[config.mk]
export PLATFORM = sky130hd
export DESIGN_NAME = filt_iir_inv_mac
export DESIGN_NICKNAME = d
export VERILOG_FILES = /design/src/rtl/filt_iir_inv_mac.sv
export SDC_FILE = /design/constraint.sdc
export NUM_CORES = 1
export LEC_CHECK = 0
export CORE_MARGIN = 10
export CORE_UTILIZATION = 55
export CTS_BUF_LIST = sky130_fd_sc_hd__clkbuf_2
export CTS_CLUSTER_DIAMETER = 40
export DETAILED_ROUTE_END_ITERATION = 12
export PLACE_DENSITY = 0.87
export SYNTH_ARGS = -nofsm -noshare
export SYNTH_HDL_FRONTEND = slang
export SYNTH_SLANG_ARGS = --single-unit
[constraint.sdc]
create_clock -name i_clk -period 18.1 [get_ports i_clk]
set_input_delay 4.525 -clock i_clk [delete_from_list [all_inputs] [get_ports i_clk]]
set_output_delay 4.525 -clock i_clk [all_outputs]
set_load 0.01 [all_outputs]
[src/rtl/filt_iir_inv_mac.sv]
// filt_iir_inv_mac
//   Inverse (equalising) IIR filter, y[n] = (B(z)/A(z)) x[n], built around a single
//   time-multiplexed multiply-accumulate. Programming A with a forward filter's
//   numerator undoes that filter. One feed-forward tap per cycle, then one feedback
//   tap per cycle, then the result is held until the sink takes it.
//
//   Ports
//     i_clk, i_rst      clock (rising edge), asynchronous active-high reset
//     i_ena             clock enable; low freezes all state and gates o_ready/o_valid
//     i_num_coeff       b_k packed at [k*gp_coeff_width +: gp_coeff_width]
//     i_den_coeff       a_k, same packing; a0 is implied as 2^gp_frac_bits
//     i_data, i_valid   input sample and its valid; accepted when o_ready is high
//     o_ready           high only in IDLE
//     o_data, o_valid   reconstructed sample, held until i_ready
//     i_ready           sink accepts o_data
//     o_sat             o_data was clipped (saturating build only, else tied 0)
//
//   Build option
//     FILT_IIR_INV_SAT_EN  defined: saturate the output and report clipping on o_sat.
//                          undefined: keep the low gp_oup_width bits (wrap).
//
//   state  | meaning
//   IDLE   | waiting for an input sample, o_ready high
//   MAC_FF | acc += b[tap]*x[tap], tap = 0..Nb-1
//   MAC_FB | acc -= a[tap]*y[tap-1], tap = 1..Na-1
//   OUT    | o_data/o_valid held until i_ready
module filt_iir_inv_mac #(
    parameter int gp_inp_width        = 16,
    parameter int gp_oup_width        = 8,
    parameter int gp_num_coeff_length = 3,
    parameter int gp_den_coeff_length = 3,
    parameter int gp_coeff_width      = 8,
    parameter int gp_frac_bits        = 6
) (
    input  logic                                             i_clk,
    input  logic                                             i_rst,
    input  logic                                             i_ena,
    input  logic [gp_coeff_width*gp_num_coeff_length-1:0]    i_num_coeff,
    input  logic [gp_coeff_width*gp_den_coeff_length-1:0]    i_den_coeff,
    input  logic signed [gp_inp_width-1:0]                   i_data,
    input  logic                                             i_valid,
    output logic                                             o_ready,
    output logic signed [gp_oup_width-1:0]                   o_data,
    output logic                                             o_valid,
    input  logic                                             i_ready,
    output logic                                             o_sat
);

    localparam int NB   = gp_num_coeff_length;
    localparam int NA   = gp_den_coeff_length;
    localparam int CW   = gp_coeff_width;
    localparam int IW   = gp_inp_width;
    localparam int OW   = gp_oup_width;
    localparam int FRAC = gp_frac_bits;
    localparam int AW   = IW + CW + $clog2(NB + NA) + 1;
    localparam int NY   = (NA > 1) ? NA - 1 : 1;
    localparam int MT   = (NB > NA) ? NB : NA;
    localparam int TW   = (MT > 1) ? $clog2(MT) : 1;

    typedef enum logic [1:0] {S_IDLE, S_MAC_FF, S_MAC_FB, S_OUT} state_t;

    state_t                  state_q, state_d;
    logic [TW-1:0]           tap_q;
    logic signed [AW-1:0]    acc_q, acc_next;
    logic signed [IW-1:0]    x_hist [NB];
    logic signed [OW-1:0]    y_hist [NY];
    logic signed [OW-1:0]    y_ext  [NA];
    logic signed [CW-1:0]    b_sel, a_sel;
    logic signed [IW-1:0]    x_sel;
    logic signed [OW-1:0]    y_sel;
    logic signed [OW-1:0]    q_data;
    logic signed [OW-1:0]    o_data_q;
    logic                    o_valid_q;
    logic                    accept, go_fb, load_out, done;

    // y_ext[k] lines up y[k-1] with a_k so the feedback mux indexes both by tap;
    // slot 0 pairs with the implied a0 and never contributes.
    always_comb begin
        y_ext[0] = '0;
        for (int k = 1; k < NA; k++) y_ext[k] = y_hist[k-1];
    end

    always_comb begin
        b_sel = '0;
        x_sel = '0;
        for (int k = 0; k < NB; k++) begin
            if (tap_q == TW'(k)) begin
                b_sel = i_num_coeff[k*CW +: CW];
                x_sel = x_hist[k];
            end
        end
        a_sel = '0;
        y_sel = '0;
        for (int k = 0; k < NA; k++) begin
            if (tap_q == TW'(k)) begin
                a_sel = i_den_coeff[k*CW +: CW];
                y_sel = y_ext[k];
            end
        end
    end

    always_comb begin
        if (state_q == S_MAC_FB) acc_next = acc_q - AW'(a_sel) * AW'(y_sel);
        else                     acc_next = acc_q + AW'(b_sel) * AW'(x_sel);
    end

    // The last MAC edge also loads the output, so quantise the running sum
    // including the tap being added on that edge.
`ifdef FILT_IIR_INV_SAT_EN
    localparam logic signed [AW-1:0] Q_MAX = AW'(2**(OW-1) - 1);
    localparam logic signed [AW-1:0] Q_MIN = AW'(-(2**(OW-1)));
    logic signed [AW-1:0] shifted;
    logic                 q_sat;
    logic                 o_sat_q;

    always_comb begin
        shifted = acc_next >>> FRAC;
        q_data  = OW'(shifted);
        q_sat   = 1'b0;
        if (shifted > Q_MAX) begin
            q_data = OW'(Q_MAX);
            q_sat  = 1'b1;
        end else if (shifted < Q_MIN) begin
            q_data = OW'(Q_MIN);
            q_sat  = 1'b1;
        end
    end
    assign o_sat = o_sat_q & o_valid_q;
`else
    assign q_data = OW'(acc_next >>> FRAC);
    assign o_sat  = 1'b0;
`endif

    always_ff @(posedge i_clk or posedge i_rst) begin
        if (i_rst) state_q <= S_IDLE;
        else       state_q <= state_d;
    end

    always_comb begin
        state_d  = state_q;
        accept   = 1'b0;
        go_fb    = 1'b0;
        load_out = 1'b0;
        done     = 1'b0;
        if (i_ena) begin
            unique case (state_q)
                S_IDLE: if (i_valid) begin
                    accept  = 1'b1;
                    state_d = S_MAC_FF;
                end
                S_MAC_FF: if (tap_q == TW'(NB - 1)) begin
                    if (NA > 1) begin
                        go_fb   = 1'b1;
                        state_d = S_MAC_FB;
                    end else begin
                        load_out = 1'b1;
                        state_d  = S_OUT;
                    end
                end
                S_MAC_FB: if (tap_q == TW'(NA - 1)) begin
                    load_out = 1'b1;
                    state_d  = S_OUT;
                end
                S_OUT: if (i_ready) begin
                    done    = 1'b1;
                    state_d = S_IDLE;
                end
                default: state_d = S_IDLE;
            endcase
        end
    end

    always_ff @(posedge i_clk or posedge i_rst) begin
        if (i_rst) begin
            tap_q     <= '0;
            acc_q     <= '0;
            o_data_q  <= '0;
            o_valid_q <= 1'b0;
            for (int k = 0; k < NB; k++) x_hist[k] <= '0;
            for (int k = 0; k < NY; k++) y_hist[k] <= '0;
`ifdef FILT_IIR_INV_SAT_EN
            o_sat_q   <= 1'b0;
`endif
        end else if (i_ena) begin
            if (accept) begin
                x_hist[0] <= i_data;
                for (int k = 1; k < NB; k++) x_hist[k] <= x_hist[k-1];
                acc_q <= '0;
                tap_q <= '0;
            end else if (state_q == S_MAC_FF || state_q == S_MAC_FB) begin
                acc_q <= acc_next;
                if (go_fb)         tap_q <= TW'(1);
                else if (load_out) tap_q <= '0;
                else               tap_q <= tap_q + TW'(1);
            end
            if (load_out) begin
                o_data_q  <= q_data;
                o_valid_q <= 1'b1;
                y_hist[0] <= q_data;
                for (int k = 1; k < NY; k++) y_hist[k] <= y_hist[k-1];
`ifdef FILT_IIR_INV_SAT_EN
                o_sat_q   <= q_sat;
`endif
            end else if (done) begin
                o_valid_q <= 1'b0;
`ifdef FILT_IIR_INV_SAT_EN
                o_sat_q   <= 1'b0;
`endif
            end
        end
    end

    assign o_ready = (state_q == S_IDLE) & i_ena;
    assign o_valid = o_valid_q & i_ena;
    assign o_data  = o_data_q;

endmodule

==> key figures <==
Final layout
  • Area of the multi-input gates: 0.00669 sq mm
  • Area growth, synth to finish: 10.7%
  • Most common cell after layout, fill and taps aside: inv_1
  • Most frequent cells in the layout: 161 x inv_1, 115 x fa_1, 107 x nor2_1
  • Seq. cell area: 0.00193 sq mm
  • Final Core Density: 0.627
  • Proportion of layout cells with a drive suffix above 1: 0.0978
  • Nets: 1,335
  • Layout filler cell count: 1,367

Outcome
  • Status: finished clean

Worst setup path
  • Most used cell along the critical path: clkdlybuf4s50_1
  • CP cell instances: clkdlybuf4s50_1 -> and2_1 -> clkdlybuf4s50_1
  • CP Data Required Time: 13.57 ns
  • Slowest cell on crit path: clkdlybuf4s50_1
  • Reg-to-reg critical path startpoint: tap_q[0]
  • Crit path launch: i_ena
  • Crit Path Max Fanout: 10
  • Worst path max stage delay: 0.64 ns
  • CP Launch Type: input port
  • Arrival time at the worst endpoint: 6.00 ns
  • Setup CP Type: input port to output port
  • Crit path capture type: output port

Die
  • I/O pin cnt: 80
  • Die ar.: 0.0229 sq mm
  • Die width: 151 um
  • Initial Utilization: 0.567
  • Row count: 47
  • Core ar.: 0.0167 sq mm
  • Die height: 151 um

Clocking
  • # H-tree levels: 3
  • CTS resizes: 0
  • Clk_lat worst skew: 0.62 ns
  • # Post-CTS Setup Buffers: 0
  • CTS Buf Count: 9
  • Clk buf depth: 2
  • CTS tree: built
  • Worst-path clk slew: 0.22 ns
  • # hold bufs at CTS: 0
  • Root buf cell: clkbuf_2
  • Sink Count: 77

Route
  • Initial DRC Count: 617
  • DR WL/cell: 17.1 um
  • DR vias: 7,354
  • Vias per cell: 5.64
  • # DRC: 0
  • DRT antenna net count: 0
  • Final wirelength: 22,400 um
  • Drt pass-1 iters: 5

Run
  • Max_cap viols: 0

GRT
  • Vias in the first global route: 7,996
  • Total gr overflow: 0
  • First-pass GRT wire length: 38,000 um
  • GRT Overall Usage: 0.206
  • Antenna violations before repair: 1
  • Largest net degree at the start of global routing: 78

Min path
  • Tightest Hold Check Type: flip-flop to flip-flop
  • Hold wc startpoint: o_valid_q

Synthesis
  • Yosys warns: 0
  • Syn Inst Count: 1,030
  • Synth Cell Area: 0.00946 sq mm
  • Post-synth EDFFs: 0
  • Distinct cells, synth: 61
  • Sequential share of the synthesized area: 0.204
  • Syn Area/Cell: 9.19 sq um
  • Syn nets: 1,286
  • Synth async-reset ratio: 1.00
  • Primary FF master, synth: dfrtp_1
  • Seq cells post-synth: 77

Timing
  • Least-Margin Pin Slew: 1.02 ns
  • Final hold violations: 0
  • Endpoints failing setup: 0
  • Setup TNS: 0 ns
  • Minimum clock period: 10.52 ns
  • WHS: 0.512 ns
  • RSZ-0062 raised after global routing: no
  • Fmax: 95.0 MHz
  • Fin crit share: 0.581
  • Clk_skew: 0.0453 ns
  • Slew margin rel.: 0.317
  • Max Slew Vio Count: 0

Place
  • PortBufs: 76
  • RD Place Congestion: 0.904
  • HPWL Detailed: 17,900 um
==> critical path: cells and delay by family <==
family                 cells  cell delay, ns
buffers and inverters      2            1.23
AND/OR/NAND/NOR            1            0.25
==> synth_stat cells (2+ instances only) <==
library cell | instances | area [sq um]
inv_1 | 162 | 608
fa_1 | 115 | 2300
nor2_1 | 107 | 402
nand2_1 | 104 | 390
dfrtp_1 | 77 | 1930
ha_1 | 72 | 901
mux2_2 | 53 | 597
o21ai_0 | 47 | 235
a21oi_1 | 37 | 185
xnor2_1 | 32 | 280
clkbuf_1 | 20 | 75.1
nand3b_1 | 18 | 135
nor2b_1 | 17 | 106
buf_4 | 14 | 105
nand2b_1 | 14 | 87.6
o21a_1 | 13 | 97.6
and3_1 | 9 | 56.3
or2_2 | 9 | 56.3
xor2_1 | 9 | 78.8
buf_2 | 7 | 35.0
nand3_1 | 7 | 35.0
a31o_2 | 6 | 52.6
and2_1 | 6 | 37.5
a21o_1 | 5 | 37.5
a22oi_1 | 5 | 37.5
a31oi_1 | 5 | 31.3
buf_1 | 4 | 15.0
mux2i_1 | 4 | 40.0
o211ai_1 | 4 | 30.0
or3_1 | 4 | 25.0
a211oi_1 | 3 | 22.5
a2bb2oi_1 | 3 | 26.3
o2bb2ai_1 | 3 | 26.3
xnor3_1 | 3 | 67.6
a21boi_0 | 2 | 15.0
a221o_1 | 2 | 20.0
a31oi_2 | 2 | 25.0
nor3_1 | 2 | 10.0
o31a_1 | 2 | 17.5
==> registers in the layout (all words and copies together) (netlist names) <==
| name | count |
|---|---|
| acc_q | 14 |
| o_data | 8 |
| o_valid_q | 1 |
| state_q | 2 |
| tap_q | 2 |
| x_hist | 42 |
| y_ext | 8 |
==> kinds of logic (layout without fill, tap and decap cells) <==
| logic type | after synthesis | count (layout) | share of synthesized area |
|---|---|---|---|
| AND/OR/NAND/NOR | 302 | 302 | 0.147 |
| buffers and inverters | 208 | 262 | 0.0898 |
| adder cells (fa/ha/maj) | 187 | 187 | 0.338 |
| AO/OA/AOI/OAI | 154 | 154 | 0.108 |
| flip-flops | 77 | 77 | 0.204 |
| multiplexers | 57 | 57 | 0.0673 |
| XOR/XNOR | 44 | 44 | 0.0451 |
| other | 1 | 2 | 0.000396 |
==> worst paths after layout <==
path / cells past startpoint / end / slack [ns]
max in group asynchronous: 3 / x_hist[23] / 12.93
max: 3 / o_ready / 7.58
min in group asynchronous: 3 / y_ext[6] / 4.52
min reg2reg: 2 / o_valid_q / 0.51
min: 2 / o_valid_q / 0.51
max reg2reg: 21 / acc_q[11] / 10.87
==> routing by layer <==
| metal | track usage | vias to the layer above | wire, um |
|---|---|---|---|
| met4 | 0.0808 | 0 | 645 |
| met1 | 0.250 | 3646 | 8900 |
| li1 | - | 3386 | - |
| met3 | 0.0430 | 54 | 1570 |
| met5 | 0 | - | 0 |
| met2 | 0.352 | 268 | 11200 |
==> layout make-up <==
cell class	count	share of cell area
Clock buffer	9	0.00430
Antenna cell	1	0.000239
Clock inverter	7	0.00944
Timing Repair Buffer	84	0.0784
Inverter	162	0.0581
Tap cell	220	0.0263
Sequential cell	77	0.184
Multi-Input combinational cell	745	0.639
==> stage by stage <==
step | std cells | area (sq um) | setup WS, ns
2_1_floorplan | 1030 | 9460 | 8.59
3_3_place_gp | 1288 | 10300 | 7.62
3_5_place_dp | 1288 | 10300 | 7.59
4_1_cts | 1304 | 10500 | 7.59
5_1_grt | 1305 | 10500 | 7.53
6_report | 1305 | 10500 | 7.58
Power is left out: the tool's default activity adds up to more than one toggle a clock period on the data nets, which glitch-free logic cannot reach.
